**src/rtl/sw_rx.sv**
```systemverilog
// sw_rx: egress receiver for one `sw` switch port; frames, buffers and releases whole packets.
// Optional destination check enabled by defining SW_RX_DEST_CHK_EN.
module sw_rx #(
  parameter int PKTW  = 9,
  parameter int DEPTH = 16
) (
  input  logic            clk,
  input  logic            rst,
  input  logic [PKTW:0]   in,
  input  logic [1:0]      port_id,
  output logic [PKTW-2:0] out_data,
  output logic            out_sop,
  output logic            out_eop,
  output logic            out_valid,
  input  logic            out_ready,
  output logic            err_frame,
  output logic            err_ovf
);

  localparam int AW = $clog2(DEPTH);
  localparam int PW = AW + 1;
  localparam logic [PW-1:0] ONE_P   = {{(PW-1){1'b0}}, 1'b1};
  localparam logic [PW-1:0] DEPTH_P = PW'(DEPTH);

  localparam logic [1:0] T_HDR = 2'b10;
  localparam logic [1:0] T_PAY = 2'b01;
  localparam logic [1:0] T_TRL = 2'b11;

  typedef enum logic [1:0] {
    S_IDLE = 2'b00,
    S_RECV = 2'b01,
    S_DROP = 2'b10
  } state_t;

  state_t          r_state;
  state_t          w_next_state;
  logic [PW-1:0]   r_rd_ptr;
  logic [PW-1:0]   r_wr_ptr;
  logic [PW-1:0]   r_commit_ptr;
  logic [PKTW:0]   r_mem [DEPTH];
  logic            r_err_frame;
  logic            r_err_ovf;

  logic [1:0]      w_type;
  logic [PKTW-2:0] w_data;
  logic [PKTW:0]   w_entry;
  logic [PKTW:0]   w_rd_entry;
  logic [PW-1:0]   w_used_all;
  logic [PW-1:0]   w_used_cmt;
  logic            w_full_all;
  logic            w_full_cmt;
  logic            w_misroute;
  logic            w_hdr_ok;
  logic            w_rd_fire;
  logic            w_we;
  logic [PW-1:0]   w_wr_addr;
  logic [PW-1:0]   w_wr_ptr_nxt;
  logic [PW-1:0]   w_commit_nxt;
  logic            w_err_frame;
  logic            w_err_ovf;

  assign w_type  = in[PKTW:PKTW-1];
  assign w_data  = in[PKTW-2:0];
  assign w_entry = {(w_type == T_HDR), (w_type == T_TRL), w_data};

  // Space is judged with the pre-edge read pointer, so a same-cycle read never frees room.
  assign w_used_all = r_wr_ptr - r_rd_ptr;
  assign w_used_cmt = r_commit_ptr - r_rd_ptr;
  assign w_full_all = (w_used_all == DEPTH_P);
  assign w_full_cmt = (w_used_cmt == DEPTH_P);

`ifdef SW_RX_DEST_CHK_EN
  assign w_misroute = (w_data[1:0] != port_id);
`else
  logic w_unused_port_id;
  assign w_unused_port_id = ^port_id;
  assign w_misroute       = 1'b0;
`endif

  // A header always lands at commit_ptr: any partial packet is discarded before it.
  assign w_hdr_ok = !w_misroute && !w_full_cmt;

  assign w_rd_fire  = out_valid && out_ready;
  assign w_rd_entry = r_mem[r_rd_ptr[AW-1:0]];
  assign out_valid  = (r_rd_ptr != r_commit_ptr);
  assign out_data   = out_valid ? w_rd_entry[PKTW-2:0] : {(PKTW-1){1'b0}};
  assign out_sop    = out_valid & w_rd_entry[PKTW];
  assign out_eop    = out_valid & w_rd_entry[PKTW-1];
  assign err_frame  = r_err_frame;
  assign err_ovf    = r_err_ovf;

  // Framing FSM: next state, buffer write and rollback decisions for the sampled flit.
  always_comb begin
    w_next_state = r_state;
    w_we         = 1'b0;
    w_wr_addr    = r_wr_ptr;
    w_wr_ptr_nxt = r_wr_ptr;
    w_commit_nxt = r_commit_ptr;
    w_err_frame  = 1'b0;
    w_err_ovf    = 1'b0;
    case (r_state)
      S_IDLE, S_DROP: begin
        case (w_type)
          T_HDR: begin
            w_err_frame  = w_misroute;
            w_err_ovf    = !w_misroute && w_full_cmt;
            w_we         = w_hdr_ok;
            w_wr_addr    = r_commit_ptr;
            w_wr_ptr_nxt = w_hdr_ok ? (r_commit_ptr + ONE_P) : r_commit_ptr;
            w_next_state = w_hdr_ok ? S_RECV : S_DROP;
          end
          T_PAY: begin
            w_err_frame = (r_state == S_IDLE);
          end
          T_TRL: begin
            w_err_frame  = (r_state == S_IDLE);
            w_next_state = S_IDLE;
          end
          default: begin
            w_next_state = r_state;
          end
        endcase
      end
      S_RECV: begin
        case (w_type)
          T_HDR: begin
            w_err_frame  = 1'b1;
            w_err_ovf    = !w_misroute && w_full_cmt;
            w_we         = w_hdr_ok;
            w_wr_addr    = r_commit_ptr;
            w_wr_ptr_nxt = w_hdr_ok ? (r_commit_ptr + ONE_P) : r_commit_ptr;
            w_next_state = w_hdr_ok ? S_RECV : S_DROP;
          end
          T_PAY: begin
            if (w_full_all) begin
              w_err_ovf    = 1'b1;
              w_wr_ptr_nxt = r_commit_ptr;
              w_next_state = S_DROP;
            end else begin
              w_we         = 1'b1;
              w_wr_ptr_nxt = r_wr_ptr + ONE_P;
            end
          end
          T_TRL: begin
            w_next_state = S_IDLE;
            if (w_full_all) begin
              w_err_ovf    = 1'b1;
              w_wr_ptr_nxt = r_commit_ptr;
            end else begin
              w_we         = 1'b1;
              w_wr_ptr_nxt = r_wr_ptr + ONE_P;
              w_commit_nxt = r_wr_ptr + ONE_P;
            end
          end
          default: begin
            w_next_state = S_RECV;
          end
        endcase
      end
      default: begin
        w_next_state = S_IDLE;
      end
    endcase
  end

  // FSM state register.
  always_ff @(posedge clk or posedge rst) begin
    if (rst) begin
      r_state <= S_IDLE;
    end else begin
      r_state <= w_next_state;
    end
  end

  // Buffer pointers and registered error pulses.
  always_ff @(posedge clk or posedge rst) begin
    if (rst) begin
      r_rd_ptr     <= {PW{1'b0}};
      r_wr_ptr     <= {PW{1'b0}};
      r_commit_ptr <= {PW{1'b0}};
      r_err_frame  <= 1'b0;
      r_err_ovf    <= 1'b0;
    end else begin
      r_rd_ptr     <= w_rd_fire ? (r_rd_ptr + ONE_P) : r_rd_ptr;
      r_wr_ptr     <= w_wr_ptr_nxt;
      r_commit_ptr <= w_commit_nxt;
      r_err_frame  <= w_err_frame;
      r_err_ovf    <= w_err_ovf;
    end
  end

  // Packet storage; contents are meaningful only between rd_ptr and wr_ptr.
  always_ff @(posedge clk) begin
    if (w_we) begin
      r_mem[w_wr_addr[AW-1:0]] <= w_entry;
    end
  end

endmodule

```
**config.mk**
```make
export PLATFORM = sky130hd
export DESIGN_NAME = sw_rx
export DESIGN_NICKNAME = d
export VERILOG_FILES = /design/src/rtl/sw_rx.sv
export SDC_FILE = /design/constraint.sdc
export NUM_CORES = 1
export LEC_CHECK = 0
export ABC_AREA = 1
export ABC_CLOCK_PERIOD_IN_PS = 4040
export CAP_MARGIN = 20
export CORE_MARGIN = 3
export CORE_UTILIZATION = 45
export CTS_BUF_LIST = sky130_fd_sc_hd__clkbuf_8
export CTS_CLUSTER_SIZE = 25
export DETAILED_ROUTE_END_ITERATION = 10
export MAX_ROUTING_LAYER = met4
export PLACE_DENSITY_LB_ADDON = 0.25
export SLEW_MARGIN = 20
export SYNTH_ARGS = -nofsm -noshare
export SYNTH_HDL_FRONTEND = slang
export SYNTH_SLANG_ARGS = --single-unit
```
**constraint.sdc**
```tcl
create_clock -name clk -period 4.04 [get_ports clk]
set_input_delay 1.01 -clock clk [delete_from_list [all_inputs] [get_ports clk]]
set_output_delay 1.01 -clock clk [all_outputs]
set_load 0.02 [all_outputs]
```
Yosys cells after proc, flatten, opt, wreduce, memory -nomap -nowiden
Memory sizes are Yosys's and may differ from the RTL's.
Index checks and enable logic that the tools add are counted.
Storage, ports and cells
  register bits: 19
  input bits: 15
  bits in writable memories: 160
  memories: 1
  logic and storage cells: 62
  output and inout bits: 13
Memory list
  r_mem: words 16, width 10, rd ports 1, clocked after memory_dff 0, wr ports 1, RTL line 40  | logic [PKTW:0] r_mem [DEPTH];
Operators by class
  add/sub/neg operators: 5
  bitwise gates (word level): 2
  equal/unequal tests: 12
  muxes and demuxes: 26
  reduce and logical (&&, ||, !) cells: 10
Operator list (number)
  case mux 5 bit (2 select lines): 2
  adder 5 x 1 -> 5 bit, second input constant: 3
  2-to-1 mux 5 bit: 3
  == test 5 bit, second input constant: 2
  case mux 1 bit (2 select lines): 5
  subtractor 5 bit: 2
  != test 3 bit, second input constant: 3
  2-to-1 mux 1 bit: 8
  2-to-1 mux 4 bit: 2
  2-to-1 mux 8 bit: 1
  case mux 2 bit (2 select lines): 2
  == test 2 bit, second input constant: 3
  case mux 2 bit (3 select lines): 1
  != test 5 bit: 1
  == test 2 x 1 -> 1 bit, second input constant: 2
  2-to-1 mux 2 bit: 2
  AND reduction 2 bit: 2
  OR reduction 2 bit: 2
  AND reduction 3 bit: 1
  OR reduction 3 bit: 1
  bitwise AND 1 bit: 2
  zero test 2 bit: 1
  != test 2 bit, second input constant: 1
  nonzero test 2 bit: 1
  other kinds (2): 2

Logic depth before layout (Yosys ltp)
Gate-level depths: netlist of the first run.
  word-level depth: 7
  depth in mapped cells: 18
  depth with buffers taken out: 16

Worst setup path before layout of the first run
Ideal clock, no wire load.
  kind: register -> output
  start point: register r_rd_ptr[1]
  end point: output port out_data[0]
  cell stages (with the launch flop): 11
  setup slack: 854 ps
  path buffers: 3
  data arrival time: 2176 ps
  data required time: 3030 ps
  cells stage by stage: dfrtp_1 buf_2 inv_1 buf_2 buf_2 ha_1 nand2_1 inv_1 nand3_1 clkinv_1 a31oi_1
Between the ends
  longest elaborated chain between the ends: 2
  elaborated cells between the ends (all ways): 3
  classes of those cells: eq/ne (1); mux (1); memory (1)
Ends and longest elaborated chain
  from (decl): RTL line 37  | logic [PW-1:0] r_rd_ptr;
  from (signal assigned): RTL line 178  | r_rd_ptr <= {PW{1'b0}};
  from (signal assigned): RTL line 184  | r_rd_ptr <= w_rd_fire ? (r_rd_ptr + ONE_P) : r_rd_ptr;
  != test 5 bit: RTL line 85  | assign out_valid = (r_rd_ptr != r_commit_ptr);
  net out_valid: RTL line 14  | output logic out_valid,
  2-to-1 mux 8 bit: RTL line 86  | assign out_data = out_valid ? w_rd_entry[PKTW-2:0] : {(PKTW-1){1'b0}};
  to (decl): RTL line 11  | output logic [PKTW-2:0] out_data,
The timed path passes the listed nets, and every way through them passes these cells.

Worst setup path after layout of the first run
  start point: register r_rd_ptr[2]
  end point: output port out_data[0]
Between the ends
  longest elaborated chain between the ends: 2
  elaborated cells between the ends (all ways): 3
  classes of those cells: eq/ne (1); mux (1); memory (1)
Ends and longest elaborated chain (RTL line)
  memory (16 x 10 bit) / != test 5 bit (equally long branches)
  2-to-1 mux 8 bit *: 86
Mark *: on every way between the ends. The rest lies on a longest branch, timed or not.

==> impl_metrics.py, run 1 <==
metrics = {
    "run_status": {
        "outcome": "completed",
    },
    "cts": {
        "cts.root.buffer_cell": "clkbuf_8",
        "cts-htree-levels": 4,
        "clk_pin_slew_worst_setup_hold_paths_ns": 0.08,
        "cts_hold_buffers": 0,
        "clock_network_latency_to_the_later_pin_of_the_worst_skew_pair_ns": 0.45,
        "clk_path_buf_depth": 2,
        "sinks_on_clock_net": 179,
        "cts_tree": "built",
        "post_cts_buffers": 0,
        "numCtsBuffers": 17,
    },
    "synthesis": {
        "synth.largest_area_cell": "edfxtp_1",
        "synthMostInstantiatedCell": "edfxtp_1",
        "synth.distinct_cells": 33,
        "yosysTopAreaCellShare_pct": 60.42,
        "synthesis_warnings": 0,
        "number_of_enable_flip_flop_cells_after_synthesis": 160,
        "synth_cells": 720,
        "post_synth_main_area_contributors": "edfxtp_1 60%, nor2_1 6.2%, dfrtp_1 6.0%",
        "synth.cell_area_mm2": 0.007951,
        "ys_seq_elements": 179,
        "synth_commonest_cells": "160 x edfxtp_1, 132 x nor2_1, 98 x nand2_1",
        "synthFlopType": "edfxtp_1",
        "ys_async_sr_fraction_pct": 10.61,
        "synth-seq-area-share_pct": 66.40,
        "syn-mean-instance-area_um2": 11.04,
        "synthesis.nets": 746,
    },
    "sta": {
        "final_max_slew_viol_count": 0,
        "slew_headroom_pct": 47.07,
        "setup_ws_ns": 0.2035,
        "clock-skew-final_ns": 0.01375,
        "unrepaired_setup_endpoints_after_global_routing": "false",
        "fmax_ghz": 0.2607,
        "timing.final.setup_violations": 0,
        "fin_crit_sh_pct": 94.96,
        "worstMarginPinSlew_ns": 0.7930,
        "hold_violations": 0,
        "timing.final.crit_period_ns": 3.837,
        "setup_total_negative_slack_ns": 0,
    },
    "cells_and_area": {
        "num-nets-final": 785,
        "num-fill-cells": 1476,
        "area_delta_synth_final_pct": 12.35,
        "drive_gt1_share_pct": 10.88,
        "antenna_diodes": 0,
    },
    "placed_design": {
        "dp_hpwl_mm": 11.61,
        "place.gp.congestion": 0.8744,
        "port-buffer-count": 25,
        "dp_worst_setup_slack_ns": 0.3914,
    },
    "worst_setup_path": {
        "r2r_slack_ns": 0.95,
        "worst_setup_start_kind": "flop",
        "timing.critical_path.required_ns": 3.03,
        "cp_slowest_stage_delay_ns": 0.64,
        "cp_common_cell": "inv_1",
        "category_of_the_worst_setup_path_capture_point": "output port",
        "timing_worst_setup_path_type": "flop to output port",
        "master_of_the_slowest_instance_on_the_critical_path": "clkdlybuf4s50_1",
        "cp.arrival_ns": 2.83,
        "worstPathCellList": "inv_1 > ha_1 > nand2_1 > inv_1 > nand3_1 > clkinv_2 > a31oi_1 > clkdlybuf4s50_1",
        "critical_path_peak_fanout": 10,
    },
    "global_route": {
        "first_global_vias": 5250,
        "pin_count_of_the_biggest_net_entering_global_routing": 56,
        "grt.total_usage_pct": 19.69,
        "grt_remaining_overflow": 0,
        "antenna_found_initial": 0,
        "grt_first_pass_wirelength_mm": 28.68,
    },
    "power": {
        "vdd_ir_drop_max_v": 0.0004673,
        "leakagePower_nw": 3.210,
        "power_per_cell_area_mw_per_mm2": 755.0,
    },
    "floorplan": {
        "start_util_pct": 46.95,
        "floorplan.io_pins": 28,
        "die_w_um": 138.9,
        "floorplan.die_area_mm2": 0.01930,
        "core_area_mm2": 0.01694,
        "fp.dieH_um": 138.9,
        "placement_rows": 47,
    },
    "detailed_routing": {
        "drt_drc_violations_left": 0,
        "totalWireLength_mm": 18.18,
        "drt_iter0_drc": 476,
        "dr_total_vias": 5499,
        "wl_per_cell_um": 18.32,
        "drt_first_pass_iters": 5,
        "drtAntennaViolNets": 0,
        "detail_route.vias_per_cell": 5.543,
    },
    "min_path": {
        "hp-class": "flop to flop",
    },
    "run": {
        "drv.max_cap_violation_count": 0,
    },
}
==> area by class of cell <==
cell class	instances	area (µm²)	area share (%)
inverter	38	147.6	1.653
tap	220	275.3	3.081
multi-input combinational	471	2395	26.81
timing repair buffer	52	471.7	5.280
clock buffer	18	247.7	2.773
sequential	179	5281	59.12
clock inverter	14	115.1	1.289
==> cell usage in the layout (no fill, tap or decap), drive strengths merged, types with 19 or more instances in the layout <==
cell           instances
nand3                 40
edfxtp               160
nor2                 140
nand2                106
dfrtp                 19
clkdlybuf4s50         24
buf                   27
inv                   42
o21ai                 91
o22ai                 22
==> critical path: cells and delay by family, from the launching register on <==
family	cells	cell delay [ns]
compound gates	1	0.26
fa+ha+maj	1	0.34
buf+inv	4	1.13
flops	1	0.38
simple gates	2	0.26
==> stage by stage <==
stage / area, µm² / power, mW / util [%] / hold slack, ns / cells
floorplan: 7951 / 4.585 / - / 0.4627 / 720
global placement: 8556 / 5.515 / 50.52 / 0.5003 / 960
detailed placement: 8556 / 5.626 / 50.52 / 0.5243 / 960
CTS: 8920 / 6.763 / 52.67 / 0.5392 / 992
global route: 8934 / 7.235 / 52.75 / 0.5612 / 992
finish: 8934 / 6.745 / 52.75 / 0.5359 / 992
==> power by group <==
group	internal (mW)	total [mW]	switching (mW)
clock	0.501	1.13	0.628
sequential	2.26	2.43	0.177
combinational	1.12	3.18	2.07
total	3.87	6.74	2.87
==> metal layers <==
| layer | track usage, % | up-vias | wire, µm |
|---|---|---|---|
| li1 | - | 2628 | - |
| met1 | 25.72 | 2687 | 7991 |
| met2 | 31.35 | 168 | 9087 |
| met3 | 4.586 | 16 | 899 |
| met4 | 5.201 | 0 | 196 |
| met5 | - | - | 0 |
==> timing repair <==
action                                  in CTS  in global routing
resized for setup                            1                  4
endpoints found under the setup margin      10                  3
pin swaps                                    0                  0
==> worst paths after layout <==
path | to | cells past startpoint | from
worst max-delay path | out_data[0] | 8 | r_rd_ptr[2]$_DFFE_PP0P_
worst min-delay path | r_rd_ptr[3]$_DFFE_PP0P_ | 1 | r_rd_ptr[3]$_DFFE_PP0P_
worst max register to register | r_mem[3][8]$_DFFE_PP_ | 15 | r_rd_ptr[0]$_DFFE_PP0P_
worst min register to register | r_rd_ptr[3]$_DFFE_PP0P_ | 1 | r_rd_ptr[3]$_DFFE_PP0P_
max in group asynchronous | r_rd_ptr[0]$_DFFE_PP0P_ | 2 | rst
min in group asynchronous | err_frame$_DFF_PP0_ | 2 | rst
==> flip-flops by register name, indices dropped and copies added, names as in the netlist <==
name / count
err_frame: 1
r_mem: 160
r_commit_ptr: 5
r_state: 2
r_rd_ptr: 5
err_ovf: 1
r_wr_ptr: 5
==> kinds of logic after synthesis <==
kind of cell / synth area share, %
xor gates and xnor gates: 1.212
DFF: 66.40
adders and majority gates: 1.731
buffers and inverters: 3.556
AOI/OAI and AO/OA: 11.42
and+or+nand+nor: 15.67
Power figures use the tool's default switching activity.
==> run 2: changes to the inputs <==
- GPL_ROUTABILITY_DRIVEN: unset -> 0
- SLEW_MARGIN: 20 -> 40
==> run 2 against run 1 <==
Against the previous run: register-to-register slack got worse by 0.12 ns; flip-flop and latch count unchanged; first-iteration DRC count decreased by 3.8%; die area did not move; sequential share of layout area decreased by 0.27 points; clock power increased by 6%; global-route usage about the same; core utilization increased by 0.24 points; routed wire length grew 0.20%.
==> impl_metrics.py, run 2 (synthesis results as in run 1) <==
metrics = {
    "run_status": {
        "outcome": "completed",
    },
    "global_route": {
        "grt_remaining_overflow": 0,
        "antenna_found_initial": 0,
        "grt_first_pass_wirelength_mm": 28.62,
        "first_global_vias": 5325,
        "grt.total_usage_pct": 19.71,
        "pin_count_of_the_biggest_net_entering_global_routing": 83,
    },
    "cts": {
        "clk_pin_slew_worst_setup_hold_paths_ns": 0.09,
        "sinks_on_clock_net": 179,
        "post_cts_buffers": 0,
        "clk_path_buf_depth": 2,
        "cts.root.buffer_cell": "clkbuf_8",
        "cts_tree": "built",
        "numCtsBuffers": 17,
        "clock_network_latency_to_the_later_pin_of_the_worst_skew_pair_ns": 0.46,
        "cts-htree-levels": 4,
    },
    "cells_and_area": {
        "layout_commonest_cell": "edfxtp_1",
        "num-fill-cells": 1497,
        "number_of_flip_flops_under_the_largest_register_name": 160,
        "seqCellArea_mm2": 0.005281,
        "antenna_diodes": 0,
        "area_delta_synth_final_pct": 12.87,
        "multi_input_comb_area_mm2": 0.002389,
        "drive_gt1_share_pct": 10.52,
        "num-nets-final": 783,
        "layout.cells.most_common_list": "160 x edfxtp_1, 132 x nor2_1, 98 x nand2_1, 89 x o21ai_0, 40 x nand3_1",
        "final_cell_count_no_fill": 990,
    },
    "worst_setup_path": {
        "cp_top_family": "buffers and inverters",
        "cp_slowest_stage_delay_ns": 0.65,
        "worst_setup_start_kind": "flop",
        "category_of_the_worst_setup_path_capture_point": "output port",
        "critical_path_buf_inv_count": 4,
        "worstPathCellList": "inv_1 > ha_1 > nand2_1 > inv_1 > nand3_1 > inv_4 > a31oi_1 > clkdlybuf4s50_1",
        "timing_worst_setup_path_type": "flop to output port",
        "critical_path_peak_fanout": 10,
        "cp_common_cell": "inv_1",
        "timing.critical_path.required_ns": 3.03,
        "cp.arrival_ns": 2.75,
        "master_of_the_slowest_instance_on_the_critical_path": "clkdlybuf4s50_1",
    },
    "power": {
        "seqPwrFrac_pct": 35.7,
        "p_int_mw": 3.946,
        "leakagePower_nw": 3.202,
        "switchingPower_mw": 2.886,
        "combPwrFrac_pct": 46.7,
        "power_per_cell_area_mw_per_mm2": 761.3,
        "sw_frac_of_total_pct": 42.24,
        "p_clk_share_pct": 17.6,
        "vdd_ir_drop_max_v": 0.0005703,
    },
    "sta": {
        "setup_total_negative_slack_ns": 0,
        "finalHoldWorstSlack_ns": 0.5010,
        "worstMarginPinSlew_ns": 0.7392,
        "timing.final.crit_period_ns": 3.761,
        "fmax_ghz": 0.2659,
        "slew_headroom_pct": 50.67,
        "unrepaired_setup_endpoints_after_global_routing": "false",
        "fin_crit_sh_pct": 93.09,
        "final_max_slew_viol_count": 0,
        "clock-skew-final_ns": 0.01139,
        "hold_violations": 0,
        "timing.final.setup_violations": 0,
    },
    "detailed_routing": {
        "drt_iter0_drc": 458,
        "detail_route.vias_per_cell": 5.534,
        "totalWireLength_mm": 18.21,
        "dr_total_vias": 5479,
        "drt_first_pass_iters": 5,
        "wl_per_cell_um": 18.40,
        "drtAntennaViolNets": 0,
        "drt_drc_violations_left": 0,
    },
    "floorplan": {
        "core_area_mm2": 0.01694,
        "floorplan.io_pins": 28,
        "die_w_um": 138.9,
        "placement_rows": 47,
        "start_util_pct": 46.95,
        "floorplan.die_area_mm2": 0.01930,
        "fp.dieH_um": 138.9,
    },
    "placed_design": {
        "dp_hpwl_mm": 11.47,
        "placed_cells_incl_taps": 958,
        "port-buffer-count": 25,
    },
    "min_path": {
        "hp-class": "flop to flop",
    },
    "run": {
        "drv.max_cap_violation_count": 0,
    },
}
run 2: changes by cell type in the layout (fill, tap and decap cells not counted), sizes merged:
cell / delta
bufinv: +1
dlymetal6s2s: -1
inv: -1
clkbuf: -1
buf: -2
clkdlybuf4s50: +1
clkinvlp: +1
run 2: worst paths after layout:
| path | start | end | slack (ns) | cells past startpoint |
|---|---|---|---|---|
| min in group asynchronous | rst | r_commit_ptr[2]$_DFFE_PP0P_ | 0.97 | 2 |
| setup / recovery | r_rd_ptr[2]$_DFFE_PP0P_ | out_eop | 0.28 | 8 |
| hold / removal | r_rd_ptr[3]$_DFFE_PP0P_ | r_rd_ptr[3]$_DFFE_PP0P_ | 0.50 | 1 |
| max in group asynchronous | rst | r_rd_ptr[0]$_DFFE_PP0P_ | 2.56 | 2 |
| hold reg to reg | r_rd_ptr[3]$_DFFE_PP0P_ | r_rd_ptr[3]$_DFFE_PP0P_ | 0.50 | 1 |
| setup reg to reg | r_rd_ptr[1]$_DFFE_PP0P_ | r_mem[1][0]$_DFFE_PP_ | 0.83 | 15 |
run 2: area by class of cell:
cell class / count / share of cell area [%]
clock buffer: 17 / 2.607
clock inverter: 15 / 1.771
inverter: 38 / 1.659
multi-input combinational: 471 / 26.61
sequential: 179 / 58.85
tap: 220 / 3.067
timing repair buffer: 50 / 5.437
run 2: repair_timing:
item / in CTS / in global routing
hold buffers: 0 / 0
endpoints found under the setup margin: 10 / 6
resized for setup: 1 / 2
run 2: per-layer routing:
metal  up-vias  part of all wire, %  GRT usage, %
li1       2624                    -             -
met1      2636                   43         24.91
met2       178                   48         30.78
met3        41                  5.7         4.379
met4         0                  3.0         8.599
met5         -                    0             -
run 2: per-stage QoR:
step / power [mW] / cell area (µm²) / util, % / worst slack (ns)
floorplan: 4.585 / 7951 / - / 0.8545
global placement: 5.539 / 8578 / 50.65 / 0.4670
detailed placement: 5.656 / 8578 / 50.65 / 0.4446
CTS: 6.853 / 8972 / 52.98 / 0.1193
global route: 7.302 / 8975 / 52.99 / 0.08123
finish: 6.832 / 8975 / 52.99 / 0.2791
run 2: power by group through the flow:
stage                     logic (mW)  registers, mW  clock network (mW)
final                           3.19           2.44                1.20
after global placement          3.07           2.47                   0
after detailed placement        3.18           2.48                   0
after global routing            3.55           2.46                1.30
after CTS                       3.19           2.43                1.23
after floorplan                 2.16           2.43                   0
